[src/rtl/busca_pkg.sv]
// Shared definitions for the instruction-fetch stage: FSM encoding, NOP word and PC step.
package busca_pkg;

    typedef enum logic [1:0] {
        VAZIO  = 2'd0,
        CHEIO  = 2'd1,
        PARADO = 2'd2
    } estado_t;

    localparam logic [31:0] NOP      = 32'h0000_0000;
    localparam logic [31:0] PASSO_PC = 32'd4;

endpackage

[src/rtl/memoria_instrucao.sv]
// Word-addressed instruction memory: one write port, one synchronous read port.
// Latency: read data registered one edge after i_leitura_en; read-before-write on a shared index.
// Backpressure: none; the read register holds whenever i_leitura_en is low.
module memoria_instrucao #(
    parameter int LARGURA      = 32,
    parameter int PROFUNDIDADE = 64
) (
    input  logic                            i_clk,
    input  logic                            i_rst,
    input  logic                            i_leitura_en,
    input  logic [$clog2(PROFUNDIDADE)-1:0] i_leitura_end,
    output logic [LARGURA-1:0]              o_leitura_dado,
    input  logic                            i_escrita_en,
    input  logic [$clog2(PROFUNDIDADE)-1:0] i_escrita_end,
    input  logic [LARGURA-1:0]              i_escrita_dado
);

    logic [LARGURA-1:0] r_mem [PROFUNDIDADE];
    logic [LARGURA-1:0] r_dado;

    // The array is never reset; only the read register clears with rst.
    always_ff @(posedge i_clk) begin
        if (i_escrita_en) begin
            r_mem[i_escrita_end] <= i_escrita_dado;
        end
    end

    always_ff @(posedge i_clk or posedge i_rst) begin
        if (i_rst) begin
            r_dado <= '0;
        end else if (i_leitura_en) begin
            r_dado <= r_mem[i_leitura_end];
        end
    end

    assign o_leitura_dado = r_dado;

endmodule

[src/rtl/busca_instrucao.sv]
// Instruction fetch: owns pc_busca, instruction memory with load port, registered output to decode; BUSCA_FALHA_EN adds a fetch-address fault check.
// Latency: valido one edge after a fetch; redirect target valid two edges after desvio.
// Backpressure: output held while valido && !pronto; a faulted output is held until desvio or rst.
module busca_instrucao
    import busca_pkg::*;
#(
    parameter int          LARGURA      = 32,
    parameter int          PROFUNDIDADE = 64,
    parameter logic [31:0] PC_INICIAL   = 32'h0
) (
    input  logic                            i_clk,
    input  logic                            i_rst,
    input  logic                            i_pronto,
    input  logic                            i_desvio,
    input  logic [31:0]                     i_alvo_desvio,
    input  logic                            i_escrita_en,
    input  logic [$clog2(PROFUNDIDADE)-1:0] i_escrita_end,
    input  logic [LARGURA-1:0]              i_escrita_dado,
    output logic                            o_valido,
    output logic [LARGURA-1:0]              o_instrucao,
    output logic [31:0]                     o_pc_instrucao,
    output logic                            o_falha
);

    localparam int IW = $clog2(PROFUNDIDADE);

    estado_t            r_estado;
    estado_t            w_prox_estado;
    logic [31:0]        r_pc_busca;
    logic [31:0]        r_pc_instrucao;
    logic [LARGURA-1:0] w_mem_dado;
    logic               w_avanca;
    logic               w_carrega;
    logic               w_busca;
    logic               w_falha_end;

    assign w_avanca  = (r_estado == VAZIO) || i_pronto;
    // w_carrega loads the output register (good fetch or faulted NOP); w_busca only for a good fetch.
    assign w_carrega = !i_desvio && w_avanca && (r_estado != PARADO);
    assign w_busca   = w_carrega && !w_falha_end;

`ifdef BUSCA_FALHA_EN
    assign w_falha_end = (r_pc_busca[1:0] != 2'b00) ||
                         ({2'b00, r_pc_busca[31:2]} >= 32'(PROFUNDIDADE));
`else
    assign w_falha_end = 1'b0;
`endif

    always_ff @(posedge i_clk or posedge i_rst) begin
        if (i_rst) begin
            r_estado <= VAZIO;
        end else begin
            r_estado <= w_prox_estado;
        end
    end

    always_comb begin
        w_prox_estado = r_estado;
        if (i_desvio) begin
            w_prox_estado = VAZIO;
        end else if (w_carrega) begin
            w_prox_estado = w_falha_end ? PARADO : CHEIO;
        end
    end

    always_comb begin
        o_valido       = (r_estado != VAZIO);
        o_pc_instrucao = r_pc_instrucao;
`ifdef BUSCA_FALHA_EN
        o_falha        = (r_estado == PARADO);
        o_instrucao    = (r_estado == PARADO) ? LARGURA'(NOP) : w_mem_dado;
`else
        o_falha        = 1'b0;
        o_instrucao    = w_mem_dado;
`endif
    end

    always_ff @(posedge i_clk or posedge i_rst) begin
        if (i_rst) begin
            r_pc_busca     <= PC_INICIAL;
            r_pc_instrucao <= 32'h0;
        end else begin
            if (i_desvio) begin
                r_pc_busca <= i_alvo_desvio;
            end else if (w_busca) begin
                r_pc_busca <= r_pc_busca + PASSO_PC;
            end
            if (w_carrega) begin
                r_pc_instrucao <= r_pc_busca;
            end
        end
    end

    memoria_instrucao #(
        .LARGURA      (LARGURA),
        .PROFUNDIDADE (PROFUNDIDADE)
    ) u_memoria (
        .i_clk          (i_clk),
        .i_rst          (i_rst),
        .i_leitura_en   (w_busca),
        .i_leitura_end  (r_pc_busca[IW+1:2]),
        .o_leitura_dado (w_mem_dado),
        .i_escrita_en   (i_escrita_en),
        .i_escrita_end  (i_escrita_end),
        .i_escrita_dado (i_escrita_dado)
    );

endmodule

[config.mk]
export PLATFORM = sky130hd
export DESIGN_NAME = busca_instrucao
export DESIGN_NICKNAME = d
export VERILOG_FILES = /design/src/rtl/busca_pkg.sv /design/src/rtl/memoria_instrucao.sv /design/src/rtl/busca_instrucao.sv
export SDC_FILE = /design/constraint.sdc
export NUM_CORES = 2
export LEC_CHECK = 0
export CORE_MARGIN = 8
export CORE_UTILIZATION = 42
export CTS_BUF_LIST = sky130_fd_sc_hd__clkbuf_8
export DETAILED_ROUTE_END_ITERATION = 16
export DONT_BUFFER_PORTS = 1
export PLACE_DENSITY = 0.64
export SLEW_MARGIN = 30
export SYNTH_ARGS = -nofsm -noshare
export SYNTH_HDL_FRONTEND = slang
export SYNTH_SLANG_ARGS = --single-unit
[constraint.sdc]
create_clock -name i_clk -period 5.5 [get_ports i_clk]
set_input_delay 0.55 -clock i_clk [delete_from_list [all_inputs] [get_ports i_clk]]
set_output_delay 0.55 -clock i_clk [all_outputs]
set_load 0.02 [all_outputs]
Word level (Yosys, flattened, before mapping)
Memory sizes are Yosys's and may differ from the RTL's. A register that Yosys moved wholly into a read port is not among the register bits.
Index checks and enable logic that the tools add are counted.
{"block": "classes", "n_addsub": 1, "n_mul": 0, "div": 0, "magnitude_cmp": 0, "n_eq_ne": 1, "shifts": 0, "mux": 6, "n_bitwise": 0, "reduce_logical": 7}
{"op": "32-bit 2-to-1 mux", "count": 2}
{"op": "32-bit by 3-bit adder with 32-bit output (second input constant)", "count": 1}
{"op": "2-bit 2-to-1 mux", "count": 2}
{"op": "2-bit nonzero test", "count": 2}
{"op": "1-bit logical AND", "count": 2}
{"op": "2-bit zero test", "count": 1}
{"op": "1-bit 2-to-1 mux", "count": 2}
{"op": "2-bit inequality test (second input constant)", "count": 1}
{"op": "1-bit zero test", "count": 1}
{"op": "1-bit logical OR", "count": 1}
{"block": "word_totals", "reg_bits": 66, "latchBits": 0, "mem_bits_rw": 2048, "rom_bits": 0, "inputBits": 75, "out_inout_bits": 66, "memories": 1}
{"memory": "u_memoria.r_mem", "words": 64, "word_bits": 32, "read_ports": 1, "rd_clocked_by_memory_dff": 1, "write_ports": 1, "line": "memoria_instrucao.sv:18", "source": "logic [LARGURA-1:0] r_mem [PROFUNDIDADE];"}

Longest topological paths before layout
{"block": "depth", "word_depth": 6, "depth_mapped": 10, "depth_no_buf": 5}

Modules after synthesis
Synthesis repeated with hierarchy kept, for this count alone.
{"block": "unflattened", "hier_cells": 4108, "hier_area_um2": 82678.0}
{"module": "memoria_instrucao", "instances": 1, "cells_per_inst": 3834, "area_each_um2": 79626.4, "seq_area_each_um2": 62299.8}
{"module": "busca_instrucao", "instances": 1, "cells_per_inst": 274, "area_each_um2": 3051.7, "seq_area_each_um2": 1626.6}

Least setup slack after synthesis
Ideal clock, no wire load.
{"block": "synth_timing", "path_type": "input -> register", "start": "in i_escrita_end[3]", "end": "mem u_memoria.r_mem[32][0], enable pin", "arrival_ps": 3234, "required_time_ps": 5039, "path_slack_ps": 1805, "cell_stages": 4, "n_path_buf": 1, "path_cell_list": "clkbuf_1 > nor2_1 > nand4b_1 > nor3_1"}
{"element": "from (decl)", "line": "busca_instrucao.sv:17", "source": "input logic [$clog2(PROFUNDIDADE)-1:0] i_escrita_end,"}
{"element": "to (decl)", "line": "memoria_instrucao.sv:18"}
Straight into the memory's write port.

==> metrics.txt <==
outcome=finished clean; clock network fraction of total power=a little over a third; Crit. End Element=register; Critical Path Fanout Max=47; register area=between 0.06 and 0.07 sq mm; initial antenna violation count=11; Hold EP=u_memoria.r_mem[37][29]; Worst-Margin Slew=between 1000 and 1500 ps; post-layout util=between 40% and 50%; combinational family with the most area after synthesis=multiplexers; Max stage delay on crit path=920 ps; Post-synth ARST share=roughly 4.5%; CTS Root Buffer Type=clkbuf_8; hold_buf cts=119; f_max=between 200 and 300 MHz; Clock Skew=83.3 ps; global-route usage over all layers=20.8%; Syn Area/Cell=21.7 sq um; worst r2r src=r_pc_busca[3]; setup repair after global routing missed its margin=false; input/output buffers=0; FF-to-FF End=u_memoria.o_leitura_dado[13]; Setup Viol. Count Final=0; DRT Pass-1 Iters=6; Synth Area in Simple Gates=2.52%; Vias=41,500; Pwr Total=34.4 mW; Initial Util=42.2%; Resized cells post-CTS=0; dpl hpwl=130 mm; mapped cell area=0.0822 sq mm; DRT iter0 DRCs=5,625; hold depth=2; pre-CTS setup slack=1690 ps; Synth Area in XOR/XNOR=less than 1%; Critical-path top delay cell=dfrtp_4; Net Count, Synth=approximately 3,900; Vias/cell=5.88; final antenna-violating net count=0; placed inst area=0.0865 sq mm; WL final=223 mm; first-pass GRT wire length=about 310 mm; FF+latch count, synth=2,145; Synth top cells by count=edfxtp_1, mux4_2, nand2_1; max-cap viol count=0; Clk pin slew, worst setup/hold paths=60 ps; DRC viols=0; core area=0.195 sq mm; DIE AREA=0.210 sq mm; worst-skew pair later-pin latency=roughly 1100 ps; H-tree levels=5; Worst Path Required=6380 ps; worst hold path startpoint=i_escrita_end[1]; Flop pwr share=54.0%; die extent in x=around 460 um; Top FF cell, synth=edfxtp_1; worst rel slew slack=29.2%; nets=4,257; post-CTS setup buffers=0; post-layout instance area=approximately 0.094 sq mm; worst reg2reg setup slack=~1700 ps; CP arrival=4700 ps; Comb power frac=10.2%; std cell rows=162; crit share post-route=69.4%; Fin. Hold Viols=0; crit-path most repeated cell=a22oi_1; FILL cells=roughly 16,000; clock sink count=2,145; min Tclk post-route=3820 ps; layout overhead on the synthesized area=14.9%; top cells by area, synth=edfxtp_1, mux4_2, dfrtp_1; CP Class=reg2reg; Post-synth EDFFs=2,048; power per cell area=365 mW/mm^2; Crit. Startpoint=r_pc_busca[3]; internal power=around 26 mW; Final Wtd Congestion=around 0.8; multi-input logic area=0.0176 sq mm; worst-path cell chain=buf_4 > mux4_2 > a22oi_1 > nand2_1 > a22oi_1 > a31oi_1; Die Ht=between 400 and 500 um; largest net degree at the start of global routing=97; post-route setup slack=~1700 ps; most common cell in the netlist=edfxtp_1; Yosys top cell by area=edfxtp_1; P_sw=8.62 mW; Final TNS setup=0 ps; Compound-Gate Fraction of Synth Area=2.70%; I/O pins=141; Slew Limit Fails=0; sequential-to-total area share from yosys stat=77.8%; WL/cell=31.6 um; Yosys top cell area share=between 70% and 80%; gate count of the mapped netlist=3,780; clk buf depth=4; vias in the first global route=42,200; CTS tree=yes; Sw Share=about a quarter; total gr overflow=0; Worst Setup Start Kind=register; leak pwr=between 20 and 30 nW; mux cell area share after synthesis=15.3%; Worst IR Drop VDD=approximately 0.00026 V; layout cells sized above 1=between 20% and 30%; Hold Crit Class=in2reg; adder-cell share of the synthesized area=0.0152%; cts bufs inserted=around 350; R2R cell count=6; yosys warns=0; Yosys cell types=62
-- worst max-delay path by stage --
stage	end	slack, ps	depth (start not counted)
finish	u_memoria.o_leitura_dado[13]	1680	6
global route	u_memoria.o_leitura_dado[19]	1470	5
CTS	u_memoria.o_leitura_dado[17]	1680	6
detailed placement	u_memoria.o_leitura_dado[17]	1690	6
global placement	u_memoria.o_leitura_dado[15]	1690	6
floorplan	u_memoria.r_mem[32][0]	1810	4
-- worst max-delay path, delay by kind of cell (launching register included) --
family                 cells  cell delay [ps]
AOI/OAI and AO/OA          3             1370
DFF                        1              920
buffers and inverters      1              700
muxes                      1              410
and+or+nand+nor            1              140
-- per-stage QoR --
stage | hold slack (ps) | instances
final | 81.1 | 7062
after global routing | 62.1 | 7057
after CTS | 2.43 | 7054
after detailed placement | 464 | 6334
after global placement | 457 | 6314
after floorplan | 435 | 3780
-- layout make-up --
type / instances / share of cell area, %
clock buffer: 365 / 5.32
tap: 2624 / 3.48
inverter: 7 / 0.0305
clock inverter: 236 / 1.08
sequential: 2145 / 67.7
timing repair buffer: 265 / 3.69
multi-input combinational: 1414 / 18.7
antenna: 6 / 0.0159
-- layer usage --
| metal | routed length [um] | part of all wire, % | track usage [%] | vias to the layer above |
|---|---|---|---|---|
| met1 | 87200 | 39 | 27.7 | 22300 |
| met4 | 7700 | 3.5 | 7.02 | 2 |
| li1 | - | - | - | 16700 |
| met3 | 20800 | 9.3 | 5.32 | 415 |
| met2 | 107000 | 48 | 33.6 | 2154 |
| met5 | 13 | 0.0058 | 0 | - |
-- power by group through the flow --
stage          registers, mW  logic [mW]  clock network (mW)
2_1_floorplan           18.7        2.27                   0
3_3_place_gp            18.9        3.14                   0
3_5_place_dp            18.9        3.14                   0
4_1_cts                 18.6        3.55                12.5
5_1_grt                 18.6        3.72                13.2
6_report                18.6        3.53                12.3
-- flip-flops by register name, indices dropped and copies added (netlist names) --
| name | count |
|---|---|
| o_pc_instrucao | 32 |
| r_estado | 1 |
| u_memoria.o_leitura_dado | 32 |
| r_pc_busca | 32 |
| u_memoria.r_mem | 2048 |
-- placed cells by master, fill, tap and decap left out, types with 36 or more instances in the layout --
| cell | synthesis | final |
|---|---|---|
| edfxtp_1 | 2048 | 2048 |
| mux2i_1 | 66 | 66 |
| dfrtp_1 | 97 | 91 |
| o22ai_1 | 37 | 37 |
| mux4_2 | 516 | 516 |
| clkinv_1 | 0 | 75 |
| nor2_4 | 0 | 64 |
| inv_1 | 6 | 123 |
| clkbuf_8 | 0 | 365 |
| nand2_1 | 184 | 183 |
| buf_4 | 41 | 107 |
| nor2_1 | 126 | 62 |
| dlygate4sd3_1 | 0 | 86 |
| buf_16 | 0 | 52 |
| a21oi_1 | 48 | 48 |
| o21ai_0 | 36 | 36 |
| a22oi_1 | 100 | 100 |
-- logic make-up (layout without fill, tap and decap cells) --
kind of cell / count (synthesis) / after routing
other cells: 1 / 7
fa+ha+maj: 1 / 1
buf+inv: 221 / 873
simple gates: 459 / 459
mux: 605 / 605
xor+xnor: 25 / 25
flops: 2145 / 2145
compound gates: 323 / 323
Power figures use the tool's default switching activity.
